==> src/rtl/sine_lut_arbiter.sv <==
// Round-robin arbiter sharing the two sine-core phase ports among NUM_REQ requesters.
// Define SINE_ARB_FIXED_PRIORITY_EN for fixed lowest-index-first priority (no rr_ptr state).
module sine_lut_arbiter #(
  parameter int NUM_REQ  = 4,
  parameter int CORE_LAT = 3,
  parameter int ID_W     = $clog2(NUM_REQ)
) (
  input  logic                    clk,
  input  logic                    rst_n,
  input  logic                    en,
  input  logic [NUM_REQ-1:0]      req_valid,
  input  logic [NUM_REQ*32-1:0]   req_phase,
  output logic [NUM_REQ-1:0]      req_ready,
  output logic [31:0]             core_phase_a,
  output logic [31:0]             core_phase_b,
  input  logic signed [15:0]      core_out_a,
  input  logic signed [15:0]      core_out_b,
  output logic                    rsp_valid_a,
  output logic                    rsp_valid_b,
  output logic [ID_W-1:0]         rsp_id_a,
  output logic [ID_W-1:0]         rsp_id_b,
  output logic signed [15:0]      rsp_data_a,
  output logic signed [15:0]      rsp_data_b
);

  logic [ID_W-1:0] rr_ptr;
  logic            a_hit, b_hit;
  logic [ID_W-1:0] a_idx, b_idx;
  logic            grant_a, grant_b;

  logic [CORE_LAT-1:0] dl_valid_a, dl_valid_b;
  logic [ID_W-1:0]     dl_id_a [CORE_LAT];
  logic [ID_W-1:0]     dl_id_b [CORE_LAT];

  // NUM_REQ is a power of 2, so ID_W-bit index arithmetic wraps cyclically for free.
  always_comb begin
    logic [ID_W-1:0] scan_idx;
    a_hit    = 1'b0;
    a_idx    = '0;
    b_hit    = 1'b0;
    b_idx    = '0;
    scan_idx = '0;
    for (int unsigned k = 0; k < NUM_REQ; k++) begin
      scan_idx = rr_ptr + ID_W'(k);
      if (!a_hit && req_valid[scan_idx]) begin
        a_hit = 1'b1;
        a_idx = scan_idx;
      end
    end
    for (int unsigned k = 1; k < NUM_REQ; k++) begin
      scan_idx = a_idx + ID_W'(k);
      if (a_hit && !b_hit && req_valid[scan_idx]) begin
        b_hit = 1'b1;
        b_idx = scan_idx;
      end
    end
  end

  assign grant_a = a_hit & en & rst_n;
  assign grant_b = b_hit & en & rst_n;

  always_comb begin
    req_ready = '0;
    if (grant_a) req_ready[a_idx] = 1'b1;
    if (grant_b) req_ready[b_idx] = 1'b1;
  end

`ifdef SINE_ARB_FIXED_PRIORITY_EN
  assign rr_ptr = '0;
`else
  logic [ID_W-1:0] last_idx;
  assign last_idx = grant_b ? b_idx : a_idx;

  always_ff @(posedge clk or negedge rst_n) begin
    if (!rst_n) begin
      rr_ptr <= '0;
    end else if (grant_a) begin
      rr_ptr <= last_idx + ID_W'(1);
    end
  end
`endif

  always_ff @(posedge clk or negedge rst_n) begin
    if (!rst_n) begin
      core_phase_a <= '0;
      core_phase_b <= '0;
    end else begin
      if (grant_a) core_phase_a <= req_phase[32*a_idx +: 32];
      if (grant_b) core_phase_b <= req_phase[32*b_idx +: 32];
    end
  end

  // ID/valid delay line tracks each phase word through the core so responses come back tagged.
  always_ff @(posedge clk or negedge rst_n) begin
    if (!rst_n) begin
      dl_valid_a <= '0;
      dl_valid_b <= '0;
      for (int unsigned i = 0; i < CORE_LAT; i++) begin
        dl_id_a[i] <= '0;
        dl_id_b[i] <= '0;
      end
    end else begin
      dl_valid_a[0] <= grant_a;
      dl_valid_b[0] <= grant_b;
      dl_id_a[0]    <= a_idx;
      dl_id_b[0]    <= b_idx;
      for (int unsigned i = 1; i < CORE_LAT; i++) begin
        dl_valid_a[i] <= dl_valid_a[i-1];
        dl_valid_b[i] <= dl_valid_b[i-1];
        dl_id_a[i]    <= dl_id_a[i-1];
        dl_id_b[i]    <= dl_id_b[i-1];
      end
    end
  end

  always_ff @(posedge clk or negedge rst_n) begin
    if (!rst_n) begin
      rsp_valid_a <= 1'b0;
      rsp_valid_b <= 1'b0;
      rsp_id_a    <= '0;
      rsp_id_b    <= '0;
      rsp_data_a  <= '0;
      rsp_data_b  <= '0;
    end else begin
      rsp_valid_a <= dl_valid_a[CORE_LAT-1];
      rsp_valid_b <= dl_valid_b[CORE_LAT-1];
      rsp_id_a    <= dl_id_a[CORE_LAT-1];
      rsp_id_b    <= dl_id_b[CORE_LAT-1];
      if (dl_valid_a[CORE_LAT-1]) rsp_data_a <= core_out_a;
      if (dl_valid_b[CORE_LAT-1]) rsp_data_b <= core_out_b;
    end
  end

endmodule
==> config.mk <==
export PLATFORM = sky130hd
export DESIGN_NAME = sine_lut_arbiter
export DESIGN_NICKNAME = d
export VERILOG_FILES = /design/src/rtl/sine_lut_arbiter.sv
export SDC_FILE = /design/constraint.sdc
export NUM_CORES = 1
export LEC_CHECK = 0
export BUFFER_PORTS_ARGS = -buffer_cell sky130_fd_sc_hd__buf_2
export CORE_ASPECT_RATIO = 0.9
export CORE_UTILIZATION = 53
export CTS_CLUSTER_DIAMETER = 80
export DETAILED_ROUTE_END_ITERATION = 12
export PLACE_DENSITY_LB_ADDON = 0.15
export SLEW_MARGIN = 40
export SYNTH_ARGS = -nofsm -noshare
export SYNTH_HDL_FRONTEND = slang
export SYNTH_SLANG_ARGS = --single-unit
==> constraint.sdc <==
create_clock -name clk -period 12.35 [get_ports clk]
set_input_delay 2.47 -clock clk [delete_from_list [all_inputs] [get_ports clk]]
set_output_delay 2.47 -clock clk [all_outputs]
set_load 0.005 [all_outputs]
=== After elaboration in Yosys (flattened, before gate mapping) ===
Index checks and enable logic that the tools add are counted.
W data, S select, Z words.

* Flip-flop bits (word level): 122
* Input bits: 167
* Output and inout port bits: 106

* Add/subtract/negate cells: 7
* $lt $le $gt $ge: 11
* Shifts and indexed selects: 2
* Multiplexer cells: 35
* Bitwise operators: 5
* Reductions and logical operators: 15

{| class="wikitable"
|+ Operators with widths
! operator !! number
|-
| $shiftx A128 B8 Y32 || 2
|-
| $lt A2 B3 Y1 const B || 9
|-
| $mux W1 || 16
|-
| $mux W2 || 8
|-
| $bmux W1 S2 || 7
|-
| $logic_and A1 B1 Y1 || 10
|-
| $add A2 B2 Y2 const B || 4
|-
| $mux W4 || 2
|-
| $add A2 B1 Y2 const B || 3
|-
| $logic_not A1 Y1 || 5
|-
| $and A1 B1 Y1 || 4
|-
| $demux W1 S2 || 2
|-
| $ge A2 B1 Y1 const B || 2
|-
| $or A4 B4 Y4 || 1
|}

=== Longest topological paths before layout ===
* Depth after elaboration: 31
* Mapped depth: 17
* Depth with buffers taken out: 11

=== Least setup slack after synthesis ===
Ideal clock, no wire load.

* Path kind: input to output
* Start: in req_valid[0]
* End: out req_ready[3]
* Arrival time: 5.364 ns
* Required time: 9.880 ns
* Path slack: 4.516 ns
* Stages on the path: 16
* Buffers on the path: 6
* Cell sequence: buf_2 buf_2 a21oi_1 o21ai_0 o2bb2ai_1 clkbuf_1 clkbuf_1 ha_1 a21oi_1 o41ai_1 a31o_2 a21o_1 a21oi_2 buf_6 buf_4 a32o_1

* Longest elaborated chain between the ends: 31
* Elaborated cells between the ends (all ways): 61
* Those cells by class: add/sub (3); order compare (4); mux (34); bitwise (5); reduce/logical (15)

{| class="wikitable"
|+ Ends and longest elaborated chain
! element !! line !! RTL
|-
| start, declared || 11 || <nowiki>input logic [NUM_REQ-1:0] req_valid,</nowiki>
|-
| $bmux W1 S2 || 45 || <nowiki>if (!a_hit && req_valid[scan_idx]) begin</nowiki>
|-
| $mux W1 (implied by the code) || 45 ||
|-
| $mux W1 || 45 ||
|-
| $logic_not A1 Y1 || 45 ||
|-
| $logic_and A1 B1 Y1 || 45 ||
|-
| $mux W1 || 45 ||
|-
| $logic_not A1 Y1 || 45 ||
|-
| $logic_and A1 B1 Y1 || 45 ||
|-
| (+16 left out) || n/a ||
|-
| $mux W2 * || 52 || <nowiki>if (a_hit && !b_hit && req_valid[scan_idx]) begin</nowiki>
|-
| via b_idx[0] || 28 || <nowiki>logic [ID_W-1:0] a_idx, b_idx;</nowiki>
|-
| $lt A2 B3 Y1 (implied by the code) / $ge A2 B1 Y1 (equally long branches) || 65 || <nowiki>if (grant_b) req_ready[b_idx] = 1'b1;</nowiki>
|-
| $logic_and A1 B1 Y1 (implied by the code) || 65 ||
|-
| $mux W1 (implied by the code) || 65 ||
|-
| $demux W1 S2 * || 65 ||
|-
| $or A4 B4 Y4 (no source line) * || n/a ||
|-
| $mux W4 * || 65 ||
|-
| end, declared || 13 || <nowiki>output logic [NUM_REQ-1:0] req_ready,</nowiki>
|}

Mark *: on every way through the listed nets, which the timed path passes. The rest lies on a longest branch. The select of a mux whose other input is x is not followed.

=== Final worst setup path ===
* Start: in req_valid[1]
* End: out req_ready[3]

* Longest elaborated chain between the ends: 31
* Elaborated cells between the ends (all ways): 61
* Those cells by class: add/sub (3); order compare (4); mux (34); bitwise (5); reduce/logical (15)

{| class="wikitable"
|+ Ends and longest elaborated chain
! element !! line
|-
| $bmux W1 S2 || 45
|-
| $mux W1 (implied by the code) || 45
|-
| $mux W1 || 45
|-
| $logic_not A1 Y1 || 45
|-
| $logic_and A1 B1 Y1 || 45
|-
| $mux W1 || 45
|-
| $logic_not A1 Y1 || 45
|-
| $logic_and A1 B1 Y1 || 45
|-
| (+14 left out) || n/a
|-
| $logic_and A1 B1 Y1 (2 in series) || 52
|-
| $mux W2 || 52
|-
| $lt A2 B3 Y1 (implied by the code) / $ge A2 B1 Y1 (equally long branches) || 65
|-
| $logic_and A1 B1 Y1 (implied by the code) || 65
|-
| $mux W1 (implied by the code) || 65
|-
| $demux W1 S2 || 65
|-
| $or A4 B4 Y4 (no source line) || n/a
|-
| $mux W4 * || 65
|}

Every way passes the cells marked *; elsewhere a longest branch is shown, timed or not. The select of a mux whose other input is x is not followed.

==> impl_metrics.json <==
{
  "status": "finished clean",
  "tightest_slew_ns": 0.794,
  "min_period_ns": 8.41,
  "wl_per_cell_microns": 17.3,
  "io_buffers": 272,
  "grt_pass1_vias": 6242,
  "hp-start": "dl_id_a[4]$_DFF_PN0_",
  "reg2reg_setup_slack_ns": 7.68,
  "async_reset_ff_share_pct": 100,
  "min_path_type": "reg2reg",
  "dp_hpwl_microns": 14200,
  "path_clk_slew_ns": 0.05,
  "cp.depth": 13,
  "use_met2_pct": 51.6,
  "crit_type": "in2out",
  "start_util_pct": 55.4,
  "cp_num_buf_inv": 3,
  "post_cts_resized": 0,
  "yosysTopAreaCell": "dfrtp_1",
  "fillerInstances": 990,
  "core_area_sq_mm": 0.0123,
  "setup_viol": 0,
  "ys_types": 52,
  "rsz0062_at_grt": "false",
  "slowest_stage": "buf_4",
  "yosysSeqAreaShare_pct": 44.7,
  "fin_setup_tns_ns": 0,
  "crit_path_max_incr_delay_ns": 0.56,
  "dp.cells": 1151,
  "grt_overflow": 0,
  "root_buffer": "clkbuf_16",
  "die-area_sq_mm": 0.0133,
  "antenna_found_initial": 1,
  "cp-end-kind": "output port",
  "hold_viol_final": 0,
  "busiest_layer": "met2",
  "vias": 6553,
  "finalWirelength_microns": 20400,
  "fmax_mhz": 119,
  "numCtsBuffers": 17,
  "r2r-start": "rr_ptr[0]$_DFFE_PN0P_",
  "cp_top_family": "compound AO/OA/AOI/OAI gates",
  "use_met3_pct": 9.18,
  "cts_hold_buf": 0,
  "synth_top_area_share_pct": 44.7,
  "min_period_over_period_pct": 68.1,
  "syn_to_final_growth_pct": 29.4,
  "final_common_cell": "buf_2",
  "htree_levels": 4,
  "drc": 0,
  "ff2ff_path_depth": 13,
  "p_per_area_mw_per_mm2": 217,
  "start_kind": "input pin",
  "synth_cells": 770,
  "grt_pass1_wl_microns": 31600,
  "die_w_microns": 122,
  "crit_top_cell": "buf_2",
  "drv_slew": 0,
  "post_cts_buffers": 0,
  "gp_congestion": 0.896,
  "clock_sinks": 122,
  "ys_ff_latch": 122,
  "use_met1_pct": 37.6,
  "fin_cells": 1182,
  "clkLatencyLatePin_ns": 0.42,
  "synth_edf_count": 0,
  "syn_area_sq_mm": 0.00683,
  "dr.pass1.iters": 6,
  "fin_nets": 1181,
  "gr-usage-all-layers_pct": 31.3,
  "yosysWarnings": 0,
  "hold_depth": 0,
  "synthTopCellsByArea": "dfrtp_1 (45%), nand2_1 (7.9%), mux2i_1 (7.6%)",
  "min_to": "dl_id_a[2]$_DFF_PN0_",
  "drt_first_iter_violations": 452,
  "drive_gt1_share_pct": 36.3,
  "arrival_ns": 5.94,
  "cp.required_ns": 9.88,
  "skew_ns": 0.00617,
  "routed_via_density": 5.54,
  "synth_ff_type": "dfrtp_1",
  "r2r_end": "core_phase_b[28]$_DFFE_PN0N_",
  "clock_path_buffers": 2,
  "grt_max_degree": 69,
  "ios": 273,
  "crit_chain": "buf_2 > nor2_1 > a2111oi_0 > or2_2 > buf_4 > ha_1 > a21oi_1 > o41ai_1 > a31o_2 > a21o_1 > a21oi_4 > a32o_1 > buf_2",
  "die_h_microns": 110,
  "ant_nets": 0,
  "crit_fanout": 68,
  "max_cap_violations": 0,
  "slew_headroom_pct": 46.6,
  "leakage_nw": 4.31,
  "synth_fp_nets": 941,
  "cts_tree": "built",
  "ir_worst_vdd_v": 0.000114,
  "rows": 38,
  "avgSynthCellArea_sq_um": 8.86,
  "final_cell_mix": "buf_2 (271), nand2_1 (143), dfrtp_1 (122)"
}
-- area by class of cell --
type	instances	area (sq um)	share of cell area [%]
multi-input cells	576	3470	39.3
well taps	160	200	2.27
inverters	9	33.8	0.382
flip-flops and latches	122	3050	34.6
repair buffers	284	1480	16.7
diodes	1	2.50	0.0283
clock inverters	11	149	1.69
clock buffers	19	443	5.01
-- per-layer routing --
metal  routed length, microns  vias to the layer above  part of all wire [%]
met2                     9840                      338                    48
li1                         -                     3157                     -
met3                     2000                       47                   9.8
met5                        0                        -                     0
met1                     7950                     3011                    39
met4                      609                        0                   3.0
-- stage by stage --
stage	power (mW)	utilization (%)	setup WS (ns)	hold slack, ns	cell area, sq um
after floorplan	1.14	-	4.52	0.331	6830
after global placement	1.40	66.6	3.31	0.331	8200
after detailed placement	1.42	66.8	3.90	0.335	8230
after CTS	1.93	71.6	3.89	0.342	8820
after global routing	2.05	71.7	3.70	0.347	8830
final	1.92	71.7	3.94	0.342	8830
-- synth_stat cells (2+ instances only) --
master,n
dfrtp_1,122
a21oi_1,9
inv_1,5
a22o_1,3
buf_6,3
ha_1,4
and2_1,2
o211ai_1,17
nand3_1,60
o221ai_1,18
o21ai_0,67
nand2_1,144
o21ai_1,8
mux2i_1,52
clkbuf_1,26
a2111oi_0,3
inv_2,3
nor2_1,98
a31oi_1,2
or2_2,2
a32o_1,2
buf_2,23
a211oi_1,2
buf_1,4
o21bai_1,2
or3_1,2
nor3_1,4
nor4_1,2
nand2b_1,5
o22ai_1,3
and3b_1,2
buf_4,7
mux2_2,45
-- flip-flops by register name, indices dropped and copies added, names as in the netlist, 3 cells and up --
register      flops
core_phase_a     32
core_phase_b     32
dl_id_a           6
dl_id_b           6
dl_valid_a        3
dl_valid_b        3
rsp_data_a       16
rsp_data_b       16
-- kinds of logic after synthesis --
family	count (synthesis)	synth area share (%)
multiplexers	97	15.1
flip-flops	122	44.7
adder cells (fa/ha/maj)	5	0.880
AND/OR/NAND/NOR	325	19.9
buffers and inverters	72	5.10
AO/OA/AOI/OAI	149	14.3
-- worst max-delay path by stage --
| stage | from | end |
|---|---|---|
| 6_report | req_valid[1] | req_ready[3] |
| 5_1_grt | req_valid[1] | req_ready[3] |
| 4_1_cts | req_valid[1] | req_ready[2] |
| 3_5_place_dp | req_valid[1] | req_ready[2] |
| 3_3_place_gp | req_valid[1] | req_ready[0] |
| 2_1_floorplan | req_valid[0] | req_ready[3] |
-- power by group --
| part | switching (mW) | internal, mW |
|---|---|---|
| Combinational | 0.456 | 0.346 |
| Sequential | 0.0858 | 0.532 |
| Clock | 0.180 | 0.320 |
No activity file was read; power rests on OpenSTA's default activity.
